## src/rtl/adc_ltc2308_responder_if.sv

```systemverilog
// rtl/adc_ltc2308_responder_if.sv - pin and channel-data bundle between adc_control side and the LTC2308 responder
interface adc_ltc2308_responder_if;
    logic        ADC_SCLK;
    logic        ADC_CONVST;
    logic        ADC_SDI;
    logic        ADC_SDO;
    logic [95:0] CH_DATA;
    logic [5:0]  CFG_WORD;
    logic        CFG_VALID;
    logic        FRAME_ERR;

    modport master (
        output ADC_SCLK, ADC_CONVST, ADC_SDI, CH_DATA,
        input  ADC_SDO, CFG_WORD, CFG_VALID, FRAME_ERR
    );

    modport slave (
        input  ADC_SCLK, ADC_CONVST, ADC_SDI, CH_DATA,
        output ADC_SDO, CFG_WORD, CFG_VALID, FRAME_ERR
    );
endinterface

```

## src/rtl/adc_ltc2308_responder.sv

```systemverilog
// rtl/adc_ltc2308_responder.sv - device-side model of an 8-channel 12-bit SPI ADC with pipelined results
module adc_ltc2308_responder #(
    parameter int CONV_CYCLES = 80
) (
    input  logic                          CLOCK,
    input  logic                          RESET,
    adc_ltc2308_responder_if.slave        bus
);
    localparam int CW = $clog2(CONV_CYCLES + 1);

    typedef enum logic [1:0] {IDLE, CONV, READY, SHIFT} state_t;
    state_t state, state_nxt;

    logic [2:0]    sclk_q, cnv_q, sdi_q;
    logic          sclk_rise, sclk_fall, cnv_rise, cnv_fall;
    logic [CW-1:0] busy_cnt;
    logic [11:0]   sample;
    logic [10:0]   shreg;
    logic [2:0]    rx_cnt;
    logic [3:0]    tx_cnt;
    logic [4:0]    cfg_sr;
    logic [5:0]    cfg_word;
    logic          sdo, cfg_valid, frame_err;

    logic          start_conv, start_frame, do_rx, do_tx, err;
    logic [2:0]    chan;
    logic [6:0]    ch_base;
    logic [5:0]    cfg_shifted;

    assign chan        = {cfg_word[3], cfg_word[2], cfg_word[4]};
    assign ch_base     = 7'(chan) * 7'd12;
    assign cfg_shifted = {cfg_sr, sdi_q[2]};

    assign bus.ADC_SDO   = sdo;
    assign bus.CFG_WORD  = cfg_word;
    assign bus.CFG_VALID = cfg_valid;
    assign bus.FRAME_ERR = frame_err;

    // Two sync flops, a third for the previous value, and registered edge pulses.
    always_ff @(posedge CLOCK) begin
        if (RESET) begin
            sclk_q    <= '0;
            cnv_q     <= '0;
            sdi_q     <= '0;
            sclk_rise <= 1'b0;
            sclk_fall <= 1'b0;
            cnv_rise  <= 1'b0;
            cnv_fall  <= 1'b0;
        end else begin
            sclk_q    <= {sclk_q[1:0], bus.ADC_SCLK};
            cnv_q     <= {cnv_q[1:0], bus.ADC_CONVST};
            sdi_q     <= {sdi_q[1:0], bus.ADC_SDI};
            sclk_rise <= sclk_q[1] & ~sclk_q[2];
            sclk_fall <= ~sclk_q[1] & sclk_q[2];
            cnv_rise  <= cnv_q[1] & ~cnv_q[2];
            cnv_fall  <= ~cnv_q[1] & cnv_q[2];
        end
    end

    always_comb begin
        state_nxt   = state;
        start_conv  = 1'b0;
        start_frame = 1'b0;
        do_rx       = 1'b0;
        do_tx       = 1'b0;
        err         = 1'b0;
        case (state)
            IDLE: begin
                if (cnv_rise) begin
                    start_conv = 1'b1;
                    state_nxt  = CONV;
                end
                err = sclk_rise | sclk_fall;
            end
            CONV: begin
                err = cnv_rise | cnv_fall | sclk_rise | sclk_fall;
                if (busy_cnt == '0)
                    state_nxt = READY;
            end
            READY: begin
                // A rise here only follows an aborted frame; it restarts the pipeline.
                if (cnv_fall) begin
                    start_frame = 1'b1;
                    state_nxt   = SHIFT;
                end else if (cnv_rise) begin
                    start_conv = 1'b1;
                    state_nxt  = CONV;
                end
                err = sclk_rise | sclk_fall;
            end
            SHIFT: begin
                if (cnv_rise) begin
                    start_conv = 1'b1;
                    state_nxt  = CONV;
                    err        = (rx_cnt < 3'd6);
                end else begin
                    do_rx = sclk_rise && (rx_cnt < 3'd6);
                    do_tx = sclk_fall && (tx_cnt < 4'd12);
                end
            end
            default: state_nxt = IDLE;
        endcase
    end

    always_ff @(posedge CLOCK) begin
        if (RESET) begin
            state     <= IDLE;
            busy_cnt  <= '0;
            sample    <= '0;
            shreg     <= '0;
            rx_cnt    <= '0;
            tx_cnt    <= '0;
            cfg_sr    <= '0;
            cfg_word  <= 6'b100010;
            sdo       <= 1'b0;
            cfg_valid <= 1'b0;
            frame_err <= 1'b0;
        end else begin
            state     <= state_nxt;
            cfg_valid <= 1'b0;
            frame_err <= err;
            if (state == CONV && busy_cnt != '0)
                busy_cnt <= busy_cnt - CW'(1);
            if (start_conv) begin
                sample   <= bus.CH_DATA[ch_base +: 12];
                busy_cnt <= CW'(CONV_CYCLES - 1);
                sdo      <= 1'b0;
            end
            if (start_frame) begin
                shreg  <= sample[10:0];
                sdo    <= sample[11];
                rx_cnt <= '0;
                tx_cnt <= '0;
            end
            if (do_rx) begin
                cfg_sr <= cfg_shifted[4:0];
                rx_cnt <= rx_cnt + 3'd1;
                if (rx_cnt == 3'd5) begin
                    cfg_word  <= cfg_shifted;
                    cfg_valid <= 1'b1;
                end
            end
            // Zeros shift in behind the data, so the 12th fall drives SDO low.
            if (do_tx) begin
                sdo    <= shreg[10];
                shreg  <= {shreg[9:0], 1'b0};
                tx_cnt <= tx_cnt + 4'd1;
            end
        end
    end
endmodule

```

## src/flat_wrapper.sv

```systemverilog
// flat-port wrapper written by rule: the top's interface ports become plain ports
module adc_ltc2308_responder_flat 
#(
    parameter int CONV_CYCLES = 80
)
  (CLOCK, RESET, bus_ADC_SCLK, bus_ADC_CONVST, bus_ADC_SDI, bus_CH_DATA, bus_ADC_SDO, bus_CFG_WORD, bus_CFG_VALID, bus_FRAME_ERR);
  adc_ltc2308_responder_if bus_i ();
  input  logic CLOCK;
  input  logic RESET;
  input wire logic [$bits(bus_i.ADC_SCLK)-1:0] bus_ADC_SCLK;
  input wire logic [$bits(bus_i.ADC_CONVST)-1:0] bus_ADC_CONVST;
  input wire logic [$bits(bus_i.ADC_SDI)-1:0] bus_ADC_SDI;
  input wire logic [$bits(bus_i.CH_DATA)-1:0] bus_CH_DATA;
  output wire logic [$bits(bus_i.ADC_SDO)-1:0] bus_ADC_SDO;
  output wire logic [$bits(bus_i.CFG_WORD)-1:0] bus_CFG_WORD;
  output wire logic [$bits(bus_i.CFG_VALID)-1:0] bus_CFG_VALID;
  output wire logic [$bits(bus_i.FRAME_ERR)-1:0] bus_FRAME_ERR;
  assign bus_i.ADC_SCLK = bus_ADC_SCLK;
  assign bus_i.ADC_CONVST = bus_ADC_CONVST;
  assign bus_i.ADC_SDI = bus_ADC_SDI;
  assign bus_i.CH_DATA = bus_CH_DATA;
  assign bus_ADC_SDO = bus_i.ADC_SDO;
  assign bus_CFG_WORD = bus_i.CFG_WORD;
  assign bus_CFG_VALID = bus_i.CFG_VALID;
  assign bus_FRAME_ERR = bus_i.FRAME_ERR;
  adc_ltc2308_responder #(.CONV_CYCLES(CONV_CYCLES)) u_core (.CLOCK(CLOCK), .RESET(RESET), .bus(bus_i));
endmodule
```

## config.mk

```make
export PLATFORM = sky130hd
export DESIGN_NAME = adc_ltc2308_responder_flat
export DESIGN_NICKNAME = d
export VERILOG_FILES = /design/src/rtl/adc_ltc2308_responder_if.sv /design/src/rtl/adc_ltc2308_responder.sv /design/src/flat_wrapper.sv
export SDC_FILE = /design/constraint.sdc
export NUM_CORES = 1
export LEC_CHECK = 0
export ABC_AREA = 1
export CAP_MARGIN = 25
export CORE_MARGIN = 4
export CORE_UTILIZATION = 45
export CTS_CLUSTER_DIAMETER = 200
export CTS_CLUSTER_SIZE = 40
export DETAILED_ROUTE_END_ITERATION = 8
export HOLD_SLACK_MARGIN = 0.03
export PLACE_DENSITY = 0.87
export REMOVE_ABC_BUFFERS = 1
export SYNTH_ARGS = -nofsm -noshare
export SYNTH_HDL_FRONTEND = slang
export SYNTH_SLANG_ARGS = --single-unit
```

## constraint.sdc

```tcl
create_clock -name CLOCK -period 4.4 [get_ports CLOCK]
set_input_delay 1.1 -clock CLOCK [delete_from_list [all_inputs] [get_ports CLOCK]]
set_output_delay 1.1 -clock CLOCK [all_outputs]
set_load 0.05 [all_outputs]
```

After elaboration in Yosys (flattened, before gate mapping)
Cells that the tools add are included.
{"block": "word_totals", "reg_bits": 66, "in_bits": 101, "output_inout_bits": 9, "elab_cells": 88}
{"block": "op_classes", "addsub": 3, "multipliers": 1, "n_lt_le_gt_ge": 2, "n_eq_ne": 5, "n_shift": 1, "muxes": 27, "n_bitwise": 13, "reduce_logical": 16}
{"operator": "$shiftx 96x8->12", "count": 1}
{"operator": "$mux 11", "count": 2}
{"operator": "$mux 7", "count": 2}
{"operator": "$mux 1", "count": 13}
{"operator": "$reduce_or 2->1", "count": 5}
{"operator": "$mux 4", "count": 2}
{"operator": "$logic_not 7->1", "count": 1}
{"operator": "$reduce_bool 7->1", "count": 1}
{"operator": "$sub 7x1->7 const B", "count": 1}
{"operator": "$mux 2", "count": 3}
{"operator": "$mux 3", "count": 2}
{"operator": "$pmux 2 s3", "count": 1}
{"operator": "$reduce_bool 2->1", "count": 3}
{"operator": "$mul 3x2->5 const B", "count": 1}
{"operator": "$not 1->1", "count": 5}
{"operator": "$add 4x1->4 const B", "count": 1}
{"operator": "$and 1x1->1", "count": 4}
{"operator": "$eq 2x2->1 const B", "count": 2}
{"operator": "$lt 4x4->1 const B", "count": 1}
{"operator": "$or 1x1->1", "count": 4}
{"operator": "$add 3x1->3 const B", "count": 1}
{"operator": "$eq 3x3->1 const B", "count": 1}
{"operator": "$logic_and 1x1->1", "count": 3}
{"operator": "$lt 3x3->1 const B", "count": 1}
{"operator": "7 further kinds", "count": 7}

Depth between registers and ports, before layout
Gate-level depths: netlist of run 1.
{"block": "depth", "ltp_word": 6, "depth_mapped": 11, "mapped_depth_nobuf": 11}

Worst setup path after synthesis of run 1
Ideal clock, no wire load.
{"block": "synth_timing", "path_type": "input to register", "startpoint": "input port RESET", "endpoint": "register u_core.cfg_word[0] (netlist: u_core.bus.CFG_WORD[0])", "setup_ps": 114, "arrival_time_ps": 1676, "required_time_ps": 4286, "setup_slack_ps": 2610, "stages": 5, "path_buffers": 2, "path_cell_list": "buf_2 inv_1 buf_2 nand3_1 nand2_1"}
{"item": "start: declaration", "line_no": "flat_wrapper.sv:9", "text": "input logic RESET;"}
{"item": "end signal: assignment", "line_no": "adc_ltc2308_responder.sv:139", "text": "cfg_word <= cfg_shifted;"}
{"item": "end: declaration", "line_no": "adc_ltc2308_responder.sv:22", "text": "logic [5:0] cfg_word;"}

Worst setup path in the final report of run 1
{"block": "layout_timing", "startpoint": "register u_core.cfg_word[3] (netlist: u_core.bus.CFG_WORD[3])", "endpoint": "output port bus_CFG_WORD[3]"}
{"item": "end: declaration", "line_no": "flat_wrapper.sv:15", "text": "output wire logic [$bits(bus_i.CFG_WORD)-1:0] bus_CFG_WORD;"}
No word-level cell between the ends.

==> results.toml, run 1 <==
[setup_path]
r2r_start = "u_core.bus.CFG_WORD[4]"
worstPathArrival_ns = 1.71
path_max_fanout = 14
cp.depth = 2
critPathTopFamily = "buffers and inverters"
max_stage_delay_ns = 0.84
worst_path_max_delay_cell = "clkdlybuf4s50_1"
crit_chain = "buf_4 -> clkdlybuf4s50_1"
crit_path_start = "u_core.bus.CFG_WORD[3]"
worstRegToRegCells = 6
cp-end-kind = "output port"
path_buf_inv = 2
crit_path_start_kind = "register"
worst_ep_required_time_ns = 3.30
critPathKind = "register to output port"

[clock_tree]
clock-sinks = 66
holdBufCountCts = 0
post_cts_resized = 0
cts_root_buffer = "clkbuf_8"
cts_max_path_buffers = 2
worstSkewPairLatency_ns = 0.34
htreeDepth = 3
cts_inserted_buffers = 9
cts_tree = "built"
cts.clk_slew.worst_paths_ns = 0.07
cts_setup_buffers = 0

[drt]
antenna_left = 0
viasPerCell = 5.08
firstDrtPassIters = 4
route.detailed.drc = 0
routed-via-count = 3609
routed_wirelength_um = 9010
detail_route.wl_per_cell_um = 12.7
drt_first_iter_violations = 187

[synth]
synthMuxAreaShare_pct = 0
ys_top_cells_by_count = "106 x nor2_1, 90 x nand2_1, 66 x dfxtp_1"
yosys_warnings = 0
synthAdderAreaFrac_pct = 3.54
yosys.area_share.simple_pct = 30.8
synth_area_leaders = "dfxtp_1 37%, nor2_1 11%, nand2_1 9.6%"
avgSynthCellArea_um2 = 6.92
ys_seq_elements = 66
synth_top_family_by_area = "simple AND/OR/NAND/NOR gates"
syn-instance-count = 511
yosysTopAreaCell = "dfxtp_1"
synth_xor_area_share_pct = 0.743
seq_area_frac_synth_pct = 37.4
syn_area_um2 = 3540
synthFlopType = "dfxtp_1"
synth-edff-count = 0
yosysTopAreaCellShare_pct = 37.4
synth-compound-area-share_pct = 18.4
ys_types = 35
synthArstFlopShare_pct = 0
synth.most_common_cell = "nor2_1"

[final_layout]
fin_cells = 711
utilization_pct = 62.2
syn_to_final_growth_pct = 35.2
fillers = 693
final_area_um2 = 4780
finalNetCount = 717
n_antenna_cell = 0
drive_above_1_share_pct = 6.40

[placement]
dp_hpwl_um = 6550
dp_cells = 697
port_buffers = 109
place_area_um2 = 4610
globalplace.congestion = 0.757
place_ws_ns = 1.62

[timing]
clock-skew-final_ns = 0.00673
rsz0062_at_grt = "false"
min_period_ns = 2.81
finalCritPeriodShare_pct = 63.8
relSlewSlack_pct = 53.7
setup_ws_ns = 1.59
tightestPinTransition_ns = 0.693
slew_violations = 0
holdWs_ns = 0.403
setup-tns-final_ns = 0
finalSetupViolations = 0
clock.fmax_mhz = 356
hold_viol_final = 0

[grt]
grt_pass1_wl_um = 15600
grtUsageTotal_pct = 19.6
grt_max_degree = 51
antenna_found_initial = 0
grt.overflow.total = 0
grt_pass1_vias = 3616

[power_and_ir_drop]
power_mw = 1.25
leakagePower_nw = 1.89
powerDensity_nw_per_um2 = 261
ir_drop_mv = 0.124

[status]
run_status = "finished clean"

[die]
rows = 32
die_h_um = 96.6
floorplan.initialDensity_pct = 46.0
die_w_um = 96.6
ioPinCount = 110
die_area_um2 = 9340
core_um2 = 7690

[worst_hold_path]
worstHoldStart = "u_core.sclk_q[0]"
hp-class = "register to register"
whs_path_depth = 2

[flow_run]
drv_cap = 0
routing by layer:
layer / global-route usage [%] / vias to the layer above / part of all wire, %
li1: - / 1866 / -
met1: 22.0 / 1598 / 39
met2: 34.1 / 120 / 51
met3: 6.27 / 25 / 6.8
met4: 8.42 / 0 / 2.7
met5: 0 / - / 0
worst register-to-register path, cell delays in order (launching register included):
cell	delay (ns)
dfxtp_1	0.39
buf_4	0.42
inv_2	0.43
o21ai_0	0.30
o211ai_1	0.13
nand3_1	0.10
nand2_1	0.04
flip-flops by register name, summed over array words and instances, names as in the netlist, 3 cells and up:
signal,cells
u_core.bus.CFG_WORD,6
u_core.sample,12
u_core.rx_cnt,3
u_core.cfg_sr,5
u_core.shreg,11
u_core.tx_cnt,4
u_core.sclk_q,3
u_core.busy_cnt,7
u_core.sdi_q,3
u_core.cnv_q,3
cells in the final DEF (no fill, tap or decap), types with 11 or more instances in the layout:
| cell | instances |
|---|---|
| nor2_1 | 106 |
| o21ai_1 | 14 |
| a31oi_1 | 12 |
| dfxtp_1 | 66 |
| nand2_1 | 90 |
| o21ai_0 | 45 |
| o211ai_1 | 24 |
| nand3_1 | 28 |
| a21oi_1 | 11 |
| inv_1 | 34 |
| clkdlybuf4s50_1 | 109 |
kinds of logic after synthesis:
| logic type | count (synthesis) |
|---|---|
| adder cells (fa/ha/maj) | 10 |
| AND/OR/NAND/NOR | 251 |
| XOR/XNOR | 3 |
| flip-flops | 66 |
| buffers and inverters | 69 |
| AO/OA/AOI/OAI | 112 |
cell type report:
| class | instances | area [um2] | area share, % |
|---|---|---|---|
| Clock buffer | 11 | 131 | 2.75 |
| Clock inverter | 3 | 42.5 | 0.890 |
| Inverter | 40 | 150 | 3.14 |
| Multi-Input combinational cell | 376 | 1890 | 39.5 |
| Sequential cell | 66 | 1320 | 27.6 |
| Tap cell | 102 | 128 | 2.67 |
| Timing Repair Buffer | 113 | 1120 | 23.4 |
path summary, 6_finish.rpt:
| check | slack (ns) | end |
|---|---|---|
| max | 1.59 | bus_CFG_WORD[3] |
| min | 0.40 | u_core.sclk_q[1] |
| max reg2reg | 2.48 | u_core.sample[1] |
| min reg2reg | 0.40 | u_core.sclk_q[1] |
report_power, final:
part	total [mW]	internal, mW	switching (mW)
clock	0.465	0.255	0.210
sequential	0.616	0.608	0.00730
combinational	0.170	0.106	0.0641
total	1.25	0.969	0.282
No activity file was read; power rests on OpenSTA's default activity.
==> run 2: changes to the inputs <==
--- a/config.mk
+++ b/config.mk
@@ -8,12 +8,12 @@
 export ABC_AREA = 1
 export CAP_MARGIN = 25
 export CORE_MARGIN = 4
-export CORE_UTILIZATION = 45
+export CORE_UTILIZATION = 42
 export CTS_CLUSTER_DIAMETER = 200
 export CTS_CLUSTER_SIZE = 40
 export DETAILED_ROUTE_END_ITERATION = 8
 export HOLD_SLACK_MARGIN = 0.03
-export PLACE_DENSITY = 0.87
+export PLACE_DENSITY = 0.85
 export REMOVE_ABC_BUFFERS = 1
 export SYNTH_ARGS = -nofsm -noshare
 export SYNTH_HDL_FRONTEND = slang
==> constraint.sdc (replaced) <==
create_clock -name CLOCK -period 2.57 [get_ports CLOCK]
set_input_delay 0.6425 -clock CLOCK [delete_from_list [all_inputs] [get_ports CLOCK]]
set_output_delay 0.6425 -clock CLOCK [all_outputs]
set_load 0.05 [all_outputs]
==> results.toml, run 2 (synthesis gave the netlist of run 1 again) <==
[setup_path]
worst_ep_required_time_ns = 1.93
path_buf_inv = 1
r2r_start = "u_core.bus.CFG_WORD[4]"
crit_path_start = "u_core.bus.CFG_WORD[3]"
worst_path_max_delay_cell = "clkdlybuf4s50_1"
crit_path_start_kind = "register"
path_max_fanout = 2
max_stage_delay_ns = 0.84
rrSetupSlack_ns = 0.61
worstPathArrival_ns = 1.51
cp-end-kind = "output port"
critPathTopFamily = "buffers and inverters"
critPathKind = "register to output port"
crit_chain = "clkdlybuf4s50_1"

[power_and_ir_drop]
switching_share_pct = 23.6
p_switching_mw = 0.500
combinationalPowerShare_pct = 14.2
leakagePower_nw = 1.93
powerDensity_nw_per_um2 = 438
pwr-share-clk_pct = 36.0
p_int_mw = 1.62
seqPwrFrac_pct = 49.8
ir_drop_mv = 0.220

[timing]
slew_violations = 0
finalCritPeriodShare_pct = 83.9
clock-skew-final_ns = 0.00650
finalSetupViolations = 0
hold_viol_final = 0
holdWs_ns = 0.404
min_period_ns = 2.16
setup-tns-final_ns = 0
relSlewSlack_pct = 51.2
clock.fmax_mhz = 464
rsz0062_at_grt = "false"
tightestPinTransition_ns = 0.731

[grt]
grt_max_degree = 49
antenna_found_initial = 0
grt.overflow.total = 0
grtUsageTotal_pct = 19.2
grt_pass1_vias = 3689
grt_pass1_wl_um = 15700

[final_layout]
finalNetCount = 721
layout_common_cells = "107 x clkdlybuf4s50_1, 106 x nor2_1, 90 x nand2_1"
drive_above_1_share_pct = 7.65
utilization_pct = 58.8
fin_cells = 719
reg_top3 = "u_core.sample (12), u_core.shreg (11), u_core.busy_cnt (7)"
n_antenna_cell = 0
final_area_um2 = 4830
regMostFlops = "u_core.sample"
largest_reg_flops = 12
syn_to_final_growth_pct = 36.7
final_common_cell = "clkdlybuf4s50_1"

[placement]
globalplace.congestion = 0.882
place_area_um2 = 4660
dp_hpwl_um = 7090
port_buffers = 109
dp_cells = 704

[die]
core_um2 = 8220
floorplan.initialDensity_pct = 43.0
rows = 33
die_w_um = 99.8
ioPinCount = 110
die_area_um2 = 9950
die_h_um = 99.8

[drt]
viasPerCell = 5.17
detail_route.wl_per_cell_um = 13.1
drt_first_iter_violations = 196
firstDrtPassIters = 5
routed_wirelength_um = 9420
route.detailed.drc = 0
antenna_left = 0
routed-via-count = 3717

[clock_tree]
cts_root_buffer = "clkbuf_8"
worstSkewPairLatency_ns = 0.34
cts.clk_slew.worst_paths_ns = 0.07
htreeDepth = 3
cts_tree = "built"
post_cts_resized = 0
clock-sinks = 66
cts_inserted_buffers = 9
cts_setup_buffers = 0
cts_max_path_buffers = 2
holdBufCountCts = 0

[worst_hold_path]
worstHoldStart = "u_core.cnv_q[0]"
hp-class = "register to register"

[status]
run_status = "finished clean"

[flow_run]
drv_cap = 0
-- run 2: changes by cell type in the layout (fill, tap and decap cells not counted), sizes merged --
cell	change
buf	+6
bufinv	-1
clkdlybuf4s50	-2
clkinv	+2
clkinvlp	-1
clkbuf	+1
-- run 2: stage by stage --
step	power, mW	setup slack, ns
after floorplan	1.18	0.0364
after global placement	1.37	0.654
after detailed placement	1.38	0.634
after CTS	2.13	0.389
after global routing	2.20	0.358
final	2.12	0.413
-- run 2: tightest hold or removal path, stage by stage (launching register included) --
cell and delay [ns]:
dfxtp_1 0.30, inv_1 0.04, nor2_1 0.03
-- run 2: layer usage --
layer	GRT usage [%]	share of wire [%]
met2	33.5	51
met1	21.5	39
met4	12.0	3.7
met3	3.65	5.5
met5	0	0
-- run 2: path summary, 6_finish.rpt --
check             depth (start not counted)                 to
hold reg to reg                           2    u_core.cnv_q[1]
setup reg to reg                          5  u_core.sample[10]
hold / removal                            2    u_core.cnv_q[1]
setup / recovery                          1    bus_CFG_WORD[3]
-- run 2: power by group through the flow --
stage                     Clock (mW)  Sequential, mW  Combinational, mW
final                          0.763            1.05              0.300
after global routing           0.822            1.06              0.327
after CTS                      0.776            1.05              0.301
after detailed placement           0            1.08              0.299
after global placement             0            1.08              0.292
after floorplan                    0            1.08              0.106
-- run 2: area by class of cell --
class / instances / area (um2)
well taps: 105 / 131
clock buffers: 12 / 155
multi-input cells: 376 / 1890
clock inverters: 3 / 15.0
fillers: 679 / 3380
repair buffers: 117 / 1170
inverters: 40 / 150
flip-flops and latches: 66 / 1320
==> run 3: changes to the inputs <==
--- a/config.mk
+++ b/config.mk
@@ -8,12 +8,12 @@
 export ABC_AREA = 1
 export CAP_MARGIN = 25
 export CORE_MARGIN = 4
-export CORE_UTILIZATION = 42
+export CORE_UTILIZATION = 45
 export CTS_CLUSTER_DIAMETER = 200
 export CTS_CLUSTER_SIZE = 40
 export DETAILED_ROUTE_END_ITERATION = 8
 export HOLD_SLACK_MARGIN = 0.03
-export PLACE_DENSITY = 0.85
+export PLACE_DENSITY = 0.87
 export REMOVE_ABC_BUFFERS = 1
 export SYNTH_ARGS = -nofsm -noshare
 export SYNTH_HDL_FRONTEND = slang
==> constraint.sdc (replaced) <==
create_clock -name CLOCK -period 2.2 [get_ports CLOCK]
set_input_delay 0.55 -clock CLOCK [delete_from_list [all_inputs] [get_ports CLOCK]]
set_output_delay 0.55 -clock CLOCK [all_outputs]
set_load 0.05 [all_outputs]
==> results.toml, run 3 (synthesis gave the netlist of run 1 again) <==
[setup_path]
path_max_fanout = 2
max_stage_delay_ns = 0.83
cp-end-kind = "output port"
critPathKind = "register to output port"
worstPathArrival_ns = 1.52
crit_chain = "clkdlybuf4s50_1"
worst_path_max_delay_cell = "clkdlybuf4s50_1"
worst_ep_required_time_ns = 1.65
critPathTopFamily = "buffers and inverters"
crit_path_start_kind = "register"
path_buf_inv = 1

[die]
core_um2 = 7690
floorplan.initialDensity_pct = 46.0
die_w_um = 96.6
die_area_um2 = 9340
die_h_um = 96.6
ioPinCount = 110
rows = 32

[drt]
routed_wirelength_um = 9370
antenna_left = 0
detail_route.wl_per_cell_um = 13.1
routed-via-count = 3711
firstDrtPassIters = 5
route.detailed.drc = 0
drt_first_iter_violations = 174
viasPerCell = 5.17

[timing]
clock-skew-final_ns = 0.00929
setup_ws_ns = 0.131
clock.fmax_mhz = 483
tightestPinTransition_ns = 0.723
rsz0062_at_grt = "false"
finalCritPeriodShare_pct = 94.0
min_period_ns = 2.07
finalSetupViolations = 0
relSlewSlack_pct = 51.7
setup-tns-final_ns = 0
hold_viol_final = 0
slew_violations = 0

[grt]
grt_pass1_vias = 3509
grt_util_met1_pct = 23.4
grt_use_met2_pct = 34.5
grt_max_degree = 49
grt_pass1_wl_um = 15700
grt_util_met3_pct = 4.04
top_usage_layer = "met2"
grt.overflow.total = 0
antenna_found_initial = 0
grtUsageTotal_pct = 20.1

[clock_tree]
htreeDepth = 3
cts_max_path_buffers = 2
cts_tree = "built"
clock-sinks = 66
worstSkewPairLatency_ns = 0.35
post_cts_resized = 0
cts.clk_slew.worst_paths_ns = 0.07
cts_inserted_buffers = 9
cts_setup_buffers = 0
holdBufCountCts = 0
cts_root_buffer = "clkbuf_8"

[final_layout]
reg_top3 = "u_core.sample (12), u_core.shreg (11), u_core.busy_cnt (7)"
layout_common_cells = "106 x nor2_1, 106 x clkdlybuf4s50_1, 90 x nand2_1"
drive_above_1_share_pct = 8.12
n_antenna_cell = 0
largest_reg_flops = 12
regMostFlops = "u_core.sample"
syn_to_final_growth_pct = 39.4
finalNetCount = 722

[placement]
port_buffers = 109
place_ws_ns = 0.311
globalplace.congestion = 0.791
dp_hpwl_um = 6890

[flow_run]
drv_cap = 0

[power_and_ir_drop]
seqPwrFrac_pct = 45.0
power_mw = 2.74
combinationalPowerShare_pct = 12.6
p_switching_mw = 0.608
powerDensity_nw_per_um2 = 555
ir_drop_mv = 0.265
pwr-share-clk_pct = 42.5
switching_share_pct = 22.2
p_int_mw = 2.13
leakagePower_nw = 1.97

[status]
run_status = "finished clean"

[worst_hold_path]
hp-class = "register to register"
==> run 3: changes by cell type in the layout (fill, tap and decap cells not counted), sizes merged <==
cell / previous run / this run
clkdlybuf4s50: 107 / 106
buf: 10 / 12
bufinv: 0 / 2
clkinv: 3 / 2
==> run 3: per-stage QoR <==
stage	util, %	area (um2)	std cells	hold WS, ns
5_1_grt	64.1	4930	718	0.430
6_report	64.1	4930	718	0.407
3_5_place_dp	61.1	4700	702	0.399
3_3_place_gp	61.1	4700	702	0.389
2_1_floorplan	-	3360	482	0.388
4_1_cts	64.1	4930	718	0.411
==> run 3: final cells by class <==
| class | count | area, um2 |
|---|---|---|
| timing repair buffer | 118 | 1210 |
| clock inverter | 4 | 73.8 |
| fill | 649 | 2760 |
| inverter | 40 | 150 |
| sequential | 66 | 1320 |
| multi-input combinational | 376 | 1890 |
| clock buffer | 12 | 155 |
| tap | 102 | 128 |
==> run 3: power by group through the flow <==
| stage | Combinational (mW) | Sequential [mW] | Clock (mW) |
|---|---|---|---|
| CTS | 0.345 | 1.23 | 1.18 |
| detailed placement | 0.342 | 1.26 | 0 |
| global placement | 0.333 | 1.26 | 0 |
| finish | 0.344 | 1.23 | 1.16 |
| floorplan | 0.124 | 1.26 | 0 |
| global route | 0.376 | 1.23 | 1.23 |
==> run 3: worst min-delay path, delay by kind of cell, from the launching register on <==
family        cells  cell delay [ns]
flops             1             0.30
simple gates      1             0.03
buf+inv           1             0.04
==> run 3: final timing paths <==
path,from,endpoint,slack [ns],cells past startpoint
max,u_core.bus.ADC_SDO,bus_ADC_SDO,0.13,1
min,u_core.sdi_q[0],u_core.sdi_q[1],0.41,2
max reg2reg,u_core.state[0],u_core.shreg[5],0.31,7
min reg2reg,u_core.sdi_q[0],u_core.sdi_q[1],0.41,2
==> run 3: per-layer routing <==
metal  wire [um]  up-vias
met4         274        0
met1        3840     1696
met5           0        -
li1            -     1878
met2        4720      114
met3         529       23
